$ cat src/rtl/cipher_byte_serializer.sv
// cipher_byte_serializer: buffers 128-bit ciphered blocks in a small FIFO and
// streams each one out as 16 bytes, MSB first, on a valid/ready byte port.
// The cipher is acknowledged as soon as a slot is free, so ciphering of the
// next block overlaps serialization of the current one.
module cipher_byte_serializer #(
  parameter int DEPTH = 2
) (
  input  logic         clk_i,
  input  logic         resetn_i,
  input  logic [127:0] data_i,
  input  logic         valid_i,
  output logic         ack_o,
  output logic [7:0]   byte_o,
  output logic         byte_valid_o,
  input  logic         byte_ready_i,
  output logic         last_o,
  output logic         busy_o
);

  localparam int PTR_W = $clog2(DEPTH);
  localparam int CNT_W = $clog2(DEPTH + 1);

  typedef enum logic {
    ST_IDLE = 1'b0,
    ST_ACK  = 1'b1
  } state_e;

  state_e             state_q, state_d;
  logic [127:0]       mem_q [DEPTH];
  logic [127:0]       mem_d [DEPTH];
  logic [PTR_W-1:0]   wr_ptr_q, wr_ptr_d;
  logic [PTR_W-1:0]   rd_ptr_q, rd_ptr_d;
  logic [CNT_W-1:0]   count_q, count_d;
  logic [3:0]         idx_q, idx_d;

  logic               capture;
  logic               xfer;
  logic               pop;
  logic [127:0]       head;
  logic [6:0]         bit_lo;

  // Byte 0 sits in bits 127:120, so the low bit of byte idx is 8*(15-idx);
  // for a 4-bit index 15-idx is simply its bitwise inverse.
  assign head         = mem_q[rd_ptr_q];
  assign bit_lo       = {~idx_q, 3'b000};
  assign byte_o       = head[bit_lo +: 8];
  assign byte_valid_o = (count_q != '0);
  assign last_o       = byte_valid_o & (idx_q == 4'd15);
  assign ack_o        = (state_q == ST_ACK);
  assign busy_o       = byte_valid_o | ack_o;

  // Next-state logic: capture gated by the ACK state and by the pre-edge count,
  // byte index advance and pop on the block's final transfer.
  always_comb begin
    capture  = valid_i & (state_q == ST_IDLE) & (count_q != CNT_W'(DEPTH));
    xfer     = byte_valid_o & byte_ready_i;
    pop      = xfer & (idx_q == 4'd15);

    mem_d    = mem_q;
    wr_ptr_d = wr_ptr_q;
    rd_ptr_d = rd_ptr_q;
    count_d  = count_q;
    idx_d    = idx_q;
    state_d  = capture ? ST_ACK : ST_IDLE;

    if (capture) begin
      mem_d[wr_ptr_q] = data_i;
      wr_ptr_d        = wr_ptr_q + 1'b1;
    end

    if (xfer) begin
      idx_d = idx_q + 4'd1;
    end

    if (pop) begin
      rd_ptr_d = rd_ptr_q + 1'b1;
    end

    case ({capture, pop})
      2'b10:   count_d = count_q + 1'b1;
      2'b01:   count_d = count_q - 1'b1;
      default: count_d = count_q;
    endcase
  end

  // State registers; reset discards every buffered block and partial byte index.
  always_ff @(posedge clk_i or negedge resetn_i) begin
    if (!resetn_i) begin
      state_q  <= ST_IDLE;
      wr_ptr_q <= '0;
      rd_ptr_q <= '0;
      count_q  <= '0;
      idx_q    <= '0;
      for (int i = 0; i < DEPTH; i++) begin
        mem_q[i] <= '0;
      end
    end else begin
      state_q  <= state_d;
      wr_ptr_q <= wr_ptr_d;
      rd_ptr_q <= rd_ptr_d;
      count_q  <= count_d;
      idx_q    <= idx_d;
      for (int i = 0; i < DEPTH; i++) begin
        mem_q[i] <= mem_d[i];
      end
    end
  end

endmodule

$ cat config.mk
export PLATFORM = sky130hd
export DESIGN_NAME = cipher_byte_serializer
export DESIGN_NICKNAME = d
export VERILOG_FILES = /design/src/rtl/cipher_byte_serializer.sv
export SDC_FILE = /design/constraint.sdc
export NUM_CORES = 1
export LEC_CHECK = 0
export CORE_MARGIN = 1.5
export CORE_UTILIZATION = 60
export CTS_BUF_LIST = sky130_fd_sc_hd__clkbuf_16
export DETAILED_ROUTE_END_ITERATION = 10
export GPL_TIMING_DRIVEN = 0
export PLACE_DENSITY_LB_ADDON = 0.3
export REMOVE_ABC_BUFFERS = 1
export SETUP_SLACK_MARGIN = 0.3
export SLEW_MARGIN = 20
export SYNTH_ARGS = -nofsm -noshare
export SYNTH_HDL_FRONTEND = slang
export SYNTH_SLANG_ARGS = --single-unit
export TNS_END_PERCENT = 30
$ cat constraint.sdc
create_clock -name clk_i -period 7.12 [get_ports clk_i]
set_clock_uncertainty 0.1 [all_clocks]
set_input_delay 1.424 -clock clk_i [delete_from_list [all_inputs] [get_ports clk_i]]
set_output_delay 1.424 -clock clk_i [all_outputs]
set_load 0.02 [all_outputs]
==> flow_summary.json, run 1 <==
{
  "status": "complete, no violations",
  "ys_types": 24,
  "cts.htree.levels": 1,
  "synth_top_area_share_pct": 55.91,
  "drt-initial-drc-count": 278,
  "syn2layout_area_growth_pct": 23.00,
  "setup_slack_ns": 2.254,
  "hp-start": "mem_q[204]",
  "maxCapViolCount": 0,
  "ys_top_cells_by_area": "dfrtp_1 (56%), mux2_2 (25%), mux4_2 (15%)",
  "r2r_cells": 7,
  "synthArstFlopShare_pct": 100.0,
  "cts_setup_buffers": 0,
  "initial_core_util_pct": 61.14,
  "synth_ff_type": "dfrtp_1",
  "seqCellArea_mm2": 0.006641,
  "finalSetupViolCount": 0,
  "grt_pass1_vias": 7544,
  "drive_gt1_share_pct": 47.85,
  "multi_input_area_mm2": 0.004982,
  "period_needed_ns": 4.866,
  "die-area_mm2": 0.02062,
  "grt_max_degree": 112,
  "grt_usage_pct": 24.43,
  "antenna_left": 0,
  "path_clk_slew_ns": 0.06,
  "drv_slew": 0,
  "cp.arrival_ns": 3.34,
  "worst_slew_pin_slew_ns": 0.8020,
  "ys_seq_area_share_pct": 55.91,
  "hold_slack_ns": 0.3983,
  "diodes": 0,
  "synthTopCellsByCount": "dfrtp_1 (265), mux2_2 (264), mux4_2 (80)",
  "utilization_pct": 75.20,
  "antenna_found_initial": 0,
  "hold_viol_final": 0,
  "drcViolationCount": 0,
  "wl_per_cell_um": 21.39,
  "avgViaCountPerCell": 5.847,
  "synth_area_leader_cell": "dfrtp_1",
  "ys_warn_count": 0,
  "clock-sinks": 265,
  "min_to": "mem_q[204]",
  "slew_headroom_pct": 46.53,
  "p_per_area_mw_per_mm2": 478.5,
  "power_leakage_uw": 0.005952,
  "crit_fanout": 36,
  "cts_max_path_buffers": 3,
  "wirelength_um": 24050,
  "dp.cells": 1074,
  "startpoint_type": "register",
  "hp-class": "reg -> reg",
  "synthesis.instances": 685,
  "peakVddDrop_mv": 0.3115,
  "worst_setup_path_end_kind": "primary output",
  "synth_edf_count": 0,
  "netlist_area_mm2": 0.01186,
  "yosysMostFrequentCell": "dfrtp_1",
  "post_cts_resized": 0,
  "required_ns": 5.60,
  "ios": 144,
  "ys_ff_latch": 265,
  "place_congestion": 0.7396,
  "clock_latency_ns": 0.52,
  "hold_depth": 1,
  "cts_root_buf": "clkbuf_16",
  "cts_hold_buf": 0,
  "grt_overflow": 0,
  "crit_type": "reg -> out",
  "worst_r2r_endpoint": "mem_q[199]",
  "port_buffers": 143,
  "row_count": 51,
  "die_h_um": 143.6,
  "rsz0062_at_grt": "false",
  "first_pass_iters": 4,
  "dpl.hpwl_um": 16420,
  "die_width_um": 143.6,
  "grt_pass1_wl_um": 39010,
  "fin_nets": 973,
  "final.period_utilization_pct": 68.34,
  "vias": 6572,
  "timing.rr.start": "count_q[0]",
  "coreArea_mm2": 0.01940,
  "cts_made_buffers": 28,
  "postSynthAreaPerCell_um2": 17.31,
  "fill_cells": 1211,
  "fmax_mhz": 205.5,
  "fin_cells": 1124,
  "reg2reg_slack_ns": 4.23,
  "dp_slack_ns": 2.802,
  "cts_tree": "yes"
}
-- where the power goes --
part           switching (uW)  internal, uW
clock network             558           725
logic                     982          1890
registers                 533          2290
total                    2070          4910
-- routing by layer --
| layer | vias to the layer above | share of wire (%) | global-route usage, % |
|---|---|---|---|
| met1 | 3473 | 41 | 31.22 |
| li1 | 2899 | - | - |
| met3 | 39 | 5.6 | 5.265 |
| met4 | 0 | 2.3 | 6.445 |
| met5 | - | 0 | 0 |
| met2 | 161 | 51 | 42.59 |
-- cells by family (layout without fill, tap and decap cells) --
family | count (synthesis) | after routing | share of synthesized area, %
multiplexers | 344 | 344 | 40.26
flip-flops | 265 | 265 | 55.91
buffers and inverters | 49 | 223 | 2.205
AND/OR/NAND/NOR | 15 | 15 | 0.7175
XOR/XNOR | 8 | 8 | 0.5908
adder cells (fa/ha/maj) | 2 | 2 | 0.2110
AO/OA/AOI/OAI | 2 | 2 | 0.1055
-- flip-flops by register name, indices dropped and copies added, names as in the netlist --
signal and flops:
mem_q 256, idx_q 4, count_q 2, ack_o 1, rd_ptr_q 1, wr_ptr_q 1
-- worst max path at each step --
stage	endpoint	startpoint
floorplan	mem_q[128]	valid_i
global placement	mem_q[239]	valid_i
detailed placement	byte_o[3]	idx_q[1]
CTS	byte_o[3]	idx_q[1]
global route	byte_o[3]	idx_q[1]
finish	byte_o[3]	idx_q[1]
-- metrics by stage --
stage                     cell area (um2)  setup TNS [ns]  power [uW]
final                               14590               0        6980
after global routing                14590               0        7372
after CTS                           14590               0        7052
after detailed placement            13780               0        5747
after global placement              13370        -3720.75        5772
after floorplan                     11600        -1005.66        5000
-- final cells by class --
| type | count | area share (%) |
|---|---|---|
| flip-flops and latches | 265 | 45.53 |
| multi-input cells | 371 | 34.15 |
| repair buffers | 172 | 12.49 |
| clock buffers | 29 | 4.975 |
| well taps | 265 | 2.273 |
| clock inverters | 21 | 0.5575 |
| inverters | 1 | 0.02573 |
-- cells in the final DEF (no fill, tap or decap), types with 6 or more instances in the layout --
cell type          n
inv_1             10
dfrtp_1          261
clkdlybuf4s50_1  142
buf_6             16
xnor2_1            6
clkinv_1          10
mux2_2           264
mux4_2            80
clkbuf_16         29
buf_4              6
-- critical path, cell delays in order (launching register included) --
cell,delay [ns]
dfrtp_4,0.80
buf_12,0.31
mux4_2,0.36
mux4_2,0.50
mux2_2,0.28
clkdlybuf4s50_1,0.54
Power figures use the tool's default switching activity.
==> run 2, diff against run 1 <==
--- a/config.mk
+++ b/config.mk
@@ -6,7 +6,7 @@
 export NUM_CORES = 1
 export LEC_CHECK = 0
 export CORE_MARGIN = 1.5
-export CORE_UTILIZATION = 60
+export CORE_UTILIZATION = 56
 export CTS_BUF_LIST = sky130_fd_sc_hd__clkbuf_16
 export DETAILED_ROUTE_END_ITERATION = 10
 export GPL_TIMING_DRIVEN = 0
==> constraint.sdc (replaced) <==
create_clock -name clk_i -period 4.6 [get_ports clk_i]
set_clock_uncertainty 0.1 [all_clocks]
set_input_delay 0.92 -clock clk_i [delete_from_list [all_inputs] [get_ports clk_i]]
set_output_delay 0.92 -clock clk_i [all_outputs]
set_load 0.02 [all_outputs]
==> run 2 against run 1 <==
Total power grew 59%. First-iteration DRC count up 22%. Register-to-register slack worse by 2.4 ns. Setup slack worse by 2.0 ns. Highest routed layer unchanged.
==> flow_summary.json, run 2 (synthesized netlist as in run 1, its figures left out) <==
{
  "period_needed_ns": 4.368,
  "fin_nets": 978,
  "cts_made_buffers": 27,
  "wl_per_cell_um": 22.20,
  "port_buffers": 143,
  "reg_top3": "mem_q: 256 flops, idx_q: 4 flops, count_q: 2 flops",
  "maxCapViolCount": 0,
  "largest_reg_flops": 256,
  "clock_latency_ns": 0.52,
  "cts_max_path_buffers": 3,
  "diodes": 0,
  "grt_overflow": 0,
  "crit_type": "reg -> out",
  "ios": 144,
  "cts_tree": "yes",
  "hold_viol_final": 0,
  "wl_met3_um": 1399,
  "worst_slew_pin_slew_ns": 0.7279,
  "cts_hold_buf": 0,
  "utilization_pct": 70.79,
  "place_congestion": 0.6997,
  "grt_pass1_vias": 7671,
  "finalSetupViolCount": 0,
  "met1_length_um": 10410,
  "clock-sinks": 265,
  "avgViaCountPerCell": 5.816,
  "fill_cells": 1330,
  "coreArea_mm2": 0.02089,
  "cts.htree.levels": 1,
  "fin_setup_tns_ns": 0,
  "slew_headroom_pct": 51.47,
  "dp_slack_ns": 0.5357,
  "die_width_um": 148.5,
  "dpl.hpwl_um": 16970,
  "drive_gt1_share_pct": 48.44,
  "startpoint_type": "register",
  "wirelength_um": 25310,
  "setup_slack_ns": 0.2324,
  "first_pass_iters": 6,
  "path_clk_slew_ns": 0.06,
  "final.period_utilization_pct": 94.95,
  "p_per_area_mw_per_mm2": 750.4,
  "peakVddDrop_mv": 0.4554,
  "final_common_cell": "mux2_2",
  "power_leakage_uw": 0.006040,
  "status": "complete, no violations",
  "crit_fanout": 17,
  "grt_pass1_wl_um": 41050,
  "required_ns": 3.58,
  "cts_root_buf": "clkbuf_16",
  "initial_core_util_pct": 56.78,
  "die-area_mm2": 0.02206,
  "vias": 6630,
  "mostFrequentLayoutCells": "mux2_2 (264), dfrtp_1 (261), clkdlybuf4s50_1 (139)",
  "antenna_left": 0,
  "hp-class": "in -> async",
  "fmax_mhz": 229.0,
  "regMostFlops": "mem_q",
  "row_count": 53,
  "drt-initial-drc-count": 339,
  "worst_setup_path_end_kind": "primary output",
  "cp.arrival_ns": 3.35,
  "rsz0062_at_grt": "true",
  "drcViolationCount": 0,
  "syn2layout_area_growth_pct": 24.68,
  "die_h_um": 148.5,
  "grt_usage_pct": 24.22,
  "antenna_found_initial": 0,
  "drv_slew": 0,
  "route.met2.wl_um": 13020,
  "top_layer_used": "met4",
  "grt_max_degree": 103
}
-- run 2: cell types whose count changed in the layout (fill, tap and decap cells not counted), sizes merged --
| cell | before | now |
|---|---|---|
| dlygate4sd2 | 0 | 2 |
| clkbuf | 29 | 27 |
| clkdlybuf4s50 | 142 | 139 |
| bufbuf | 0 | 2 |
| dlymetal6s2s | 0 | 1 |
| bufinv | 0 | 3 |
| buf | 30 | 34 |
| inv | 10 | 8 |
| clkinvlp | 0 | 1 |
-- run 2: metrics by stage --
step / cell area, um2 / hold WS (ns) / total power, uW / std cells
global route: 14790 / 0.3219 / 11730 / 1140
finish: 14790 / 0.2918 / 11100 / 1140
floorplan: 11600 / 0.3682 / 7680 / 637
detailed placement: 13830 / 0.3881 / 8983 / 1085
CTS: 14780 / 0.2896 / 11240 / 1140
global placement: 13380 / 0.3815 / 8776 / 1055
-- run 2: worst paths after layout --
check                           startpoint         end  slack, ns  cells past startpoint
worst max-delay path              rd_ptr_q   byte_o[1]       0.23                      6
worst min-delay path              resetn_i    mem_q[4]       0.29                      1
worst max register to register  count_q[0]  mem_q[234]       1.83                      7
worst min register to register    mem_q[9]    mem_q[9]       0.40                      1
max in group asynchronous         resetn_i  mem_q[249]       3.19                      2
min in group clk_i                mem_q[9]    mem_q[9]       0.40                      1
-- run 2: area by class of cell --
cell class | count | area [um2] | share of cell area [%]
inverter | 1 | 3.754 | 0.02538
timing repair buffer | 178 | 1964 | 13.28
clock buffer | 27 | 675.6 | 4.569
sequential | 265 | 6641 | 44.91
multi-input combinational | 371 | 4982 | 33.69
tap | 275 | 344.1 | 2.327
clock inverter | 23 | 175.2 | 1.185
-- run 2: timing repair --
action,CTS,global route
endpoints found under the setup margin,8,6
gates cloned,2,0
buffers inserted,3,0
resized for setup,2,1
-- run 2: power by group --
part,leakage [uW],switching (uW),internal (uW)
Sequential,0.00313,743,3550
Clock,0.000433,868,1230
Combinational,0.00248,1690,3020
-- run 2: worst max-delay path, stage by stage, from the launching register on --
cell	delay, ns
dfrtp_4	0.44
buf_16	0.21
bufbuf_16	0.36
mux4_2	0.51
mux4_2	0.46
mux2_2	0.29
clkdlybuf4s50_1	0.54
-- run 2: routing by layer --
metal  vias up  track usage [%]
met5         -                0
met4         0            5.792
met3        38            4.693
met2       162            42.12
met1      3514            31.62
li1       2916                -
==> run 3, diff against run 2 <==
--- a/config.mk
+++ b/config.mk
@@ -5,13 +5,13 @@
 export SDC_FILE = /design/constraint.sdc
 export NUM_CORES = 1
 export LEC_CHECK = 0
+export CORE_ASPECT_RATIO = 1.4
 export CORE_MARGIN = 1.5
 export CORE_UTILIZATION = 56
 export CTS_BUF_LIST = sky130_fd_sc_hd__clkbuf_16
 export DETAILED_ROUTE_END_ITERATION = 10
 export GPL_TIMING_DRIVEN = 0
 export PLACE_DENSITY_LB_ADDON = 0.3
-export REMOVE_ABC_BUFFERS = 1
 export SETUP_SLACK_MARGIN = 0.3
 export SLEW_MARGIN = 20
 export SYNTH_ARGS = -nofsm -noshare
==> run 3 against run 2 <==
The run now ends with design-rule violations left. Sequential power down 3%. Critical path depth is the same. First-iteration DRC count grew 26%. Total power grew 1.6%. Critical endpoint is now byte_o[7]. Highest routed layer unchanged.
==> flow_summary.json, run 3 (synthesized netlist as in run 1, its figures left out) <==
{
  "status": "finished, violations left",
  "dp_slack_ns": 0.1432,
  "cp_cell_sequence": "buf_6 -> buf_8 -> mux4_2 -> mux4_2 -> mux2_2 -> clkdlybuf4s50_1",
  "grt_usage_pct": 25.91,
  "mostFrequentLayoutCells": "dfrtp_1 (265), mux2_2 (264), clkdlybuf4s50_1 (139)",
  "hold_viol_final": 0,
  "vias": 6793,
  "regMostFlops": "mem_q",
  "die-area_mm2": 0.02207,
  "drt-initial-drc-count": 426,
  "grt_overflow": 0,
  "maxCapViolCount": 0,
  "required_ns": 3.58,
  "cts_max_path_buffers": 3,
  "reg2reg_slack_ns": 2.00,
  "clock-sinks": 265,
  "startpoint_type": "register",
  "r2r_cells": 7,
  "syn2layout_area_growth_pct": 22.98,
  "antenna_left": 0,
  "fin_area_mm2": 0.01459,
  "finalSetupViolCount": 0,
  "initial_core_util_pct": 57.48,
  "cts_hold_buf": 0,
  "fin_nets": 992,
  "cts.htree.levels": 1,
  "critical_path.most_common_cell": "mux4_2",
  "die_h_um": 175.2,
  "path_clk_slew_ns": 0.06,
  "peakVddDrop_mv": 0.4117,
  "reg_top3": "mem_q: 256 flops, idx_q: 4 flops, count_q: 2 flops",
  "diodes": 0,
  "grt_pass1_wl_um": 43280,
  "cp-startpoint": "rd_ptr_q",
  "worst_r2r_endpoint": "count_q[1]",
  "crit_slowest_cell": "mux4_2",
  "syn_nets": 819,
  "period_needed_ns": 4.293,
  "port_buffers": 143,
  "slowest_delay_ns": 0.56,
  "first_pass_iters": 8,
  "drcViolationCount": 10,
  "failed_checks": "design-rule violations",
  "cts_tree": "yes",
  "wirelength_um": 27310,
  "ios": 144,
  "grt_max_degree": 113,
  "cp.arrival_ns": 3.27,
  "die_width_um": 126.0,
  "drive_gt1_share_pct": 48.74,
  "row_count": 62,
  "coreArea_mm2": 0.02063,
  "clock_latency_ns": 0.52,
  "placed_area_mm2": 0.01367,
  "hp-class": "in -> async",
  "setup_slack_ns": 0.3073,
  "worst_slew_pin_slew_ns": 0.7602,
  "fin_setup_tns_ns": 0,
  "dpl.hpwl_um": 19990,
  "drv_slew": 0,
  "crit_type": "reg -> out",
  "final.period_utilization_pct": 93.32,
  "power_leakage_uw": 0.005993,
  "place_congestion": 0.8027,
  "wl_per_cell_um": 24.12,
  "worst_setup_path_end_kind": "primary output",
  "grt_pass1_vias": 7716,
  "critPathCapture": "byte_o[7]",
  "timing.rr.start": "idx_q[2]",
  "largest_reg_flops": 256,
  "rsz0062_at_grt": "true",
  "cts_made_buffers": 26,
  "antenna_found_initial": 0,
  "cts_root_buf": "clkbuf_16",
  "p_per_area_mw_per_mm2": 773.0,
  "fmax_mhz": 233.0,
  "slew_headroom_pct": 49.32,
  "hold_slack_ns": 0.1868,
  "final_common_cell": "dfrtp_1",
  "crit_fanout": 10,
  "finalPower_uw": 11270,
  "avgViaCountPerCell": 6.001
}
run 3: cell types whose count changed in the layout (fill, tap and decap cells not counted), sizes merged:
cell	before	now
clkinvlp	1	0
dlygate4sd2	2	1
clkinv	12	13
buf	34	38
bufinv	3	4
inv	8	3
dlymetal6s2s	1	2
clkbuf	27	40
bufbuf	2	0
run 3: worst min path at each step:
stage	startpoint	end	cells after the start
finish	resetn_i	mem_q[76]	1
global route	resetn_i	mem_q[92]	1
CTS	resetn_i	mem_q[92]	1
floorplan	wr_ptr_q	wr_ptr_q	1
global placement	mem_q[104]	mem_q[104]	1
detailed placement	mem_q[70]	mem_q[70]	1
run 3: per-layer routing:
layer  GRT usage, %  up-vias  share of wire (%)
met1          35.03     3630                 42
met5              0        -                  0
met4          8.573        0                2.7
met2          44.00      193                 51
met3          3.337       42                4.1
li1               -     2928                  -
run 3: metrics by stage:
stage	utilization (%)	cells
floorplan	-	685
global placement	65.97	1084
global route	70.68	1132
finish	70.68	1132
CTS	70.61	1132
detailed placement	66.26	1086
run 3: cell type report:
class,instances,area [um2]
clock buffer,27,675.6
sequential,265,6631
clock inverter,19,190.2
timing repair buffer,145,1495
multi-input combinational,371,4967
tap,256,320.3
fill,1294,6050
inverter,1,3.754
buffer,48,301.5
run 3: what timing repair did:
| item | 4_1_cts | 5_1_grt |
|---|---|---|
| endpoints found under the setup margin | 8 | 7 |
| gates resized for setup | 17 | 5 |
| buffers inserted | 0 | 0 |
| pin swaps | 0 | 0 |
| endpoints found under the hold margin | 0 | 0 |
| gates cloned | 0 | 0 |
run 3: worst max-delay path: cells and delay by family, from the launching register on:
kind / cells / cell delay, ns
flops: 1 / 0.37
buf+inv: 3 / 0.97
mux: 3 / 1.40
run 3: report_power, final:
| part | internal (uW) | switching (uW) |
|---|---|---|
| clock network | 1280 | 864 |
| logic | 2900 | 2080 |
| registers | 3540 | 610 |
| total | 7720 | 3550 |
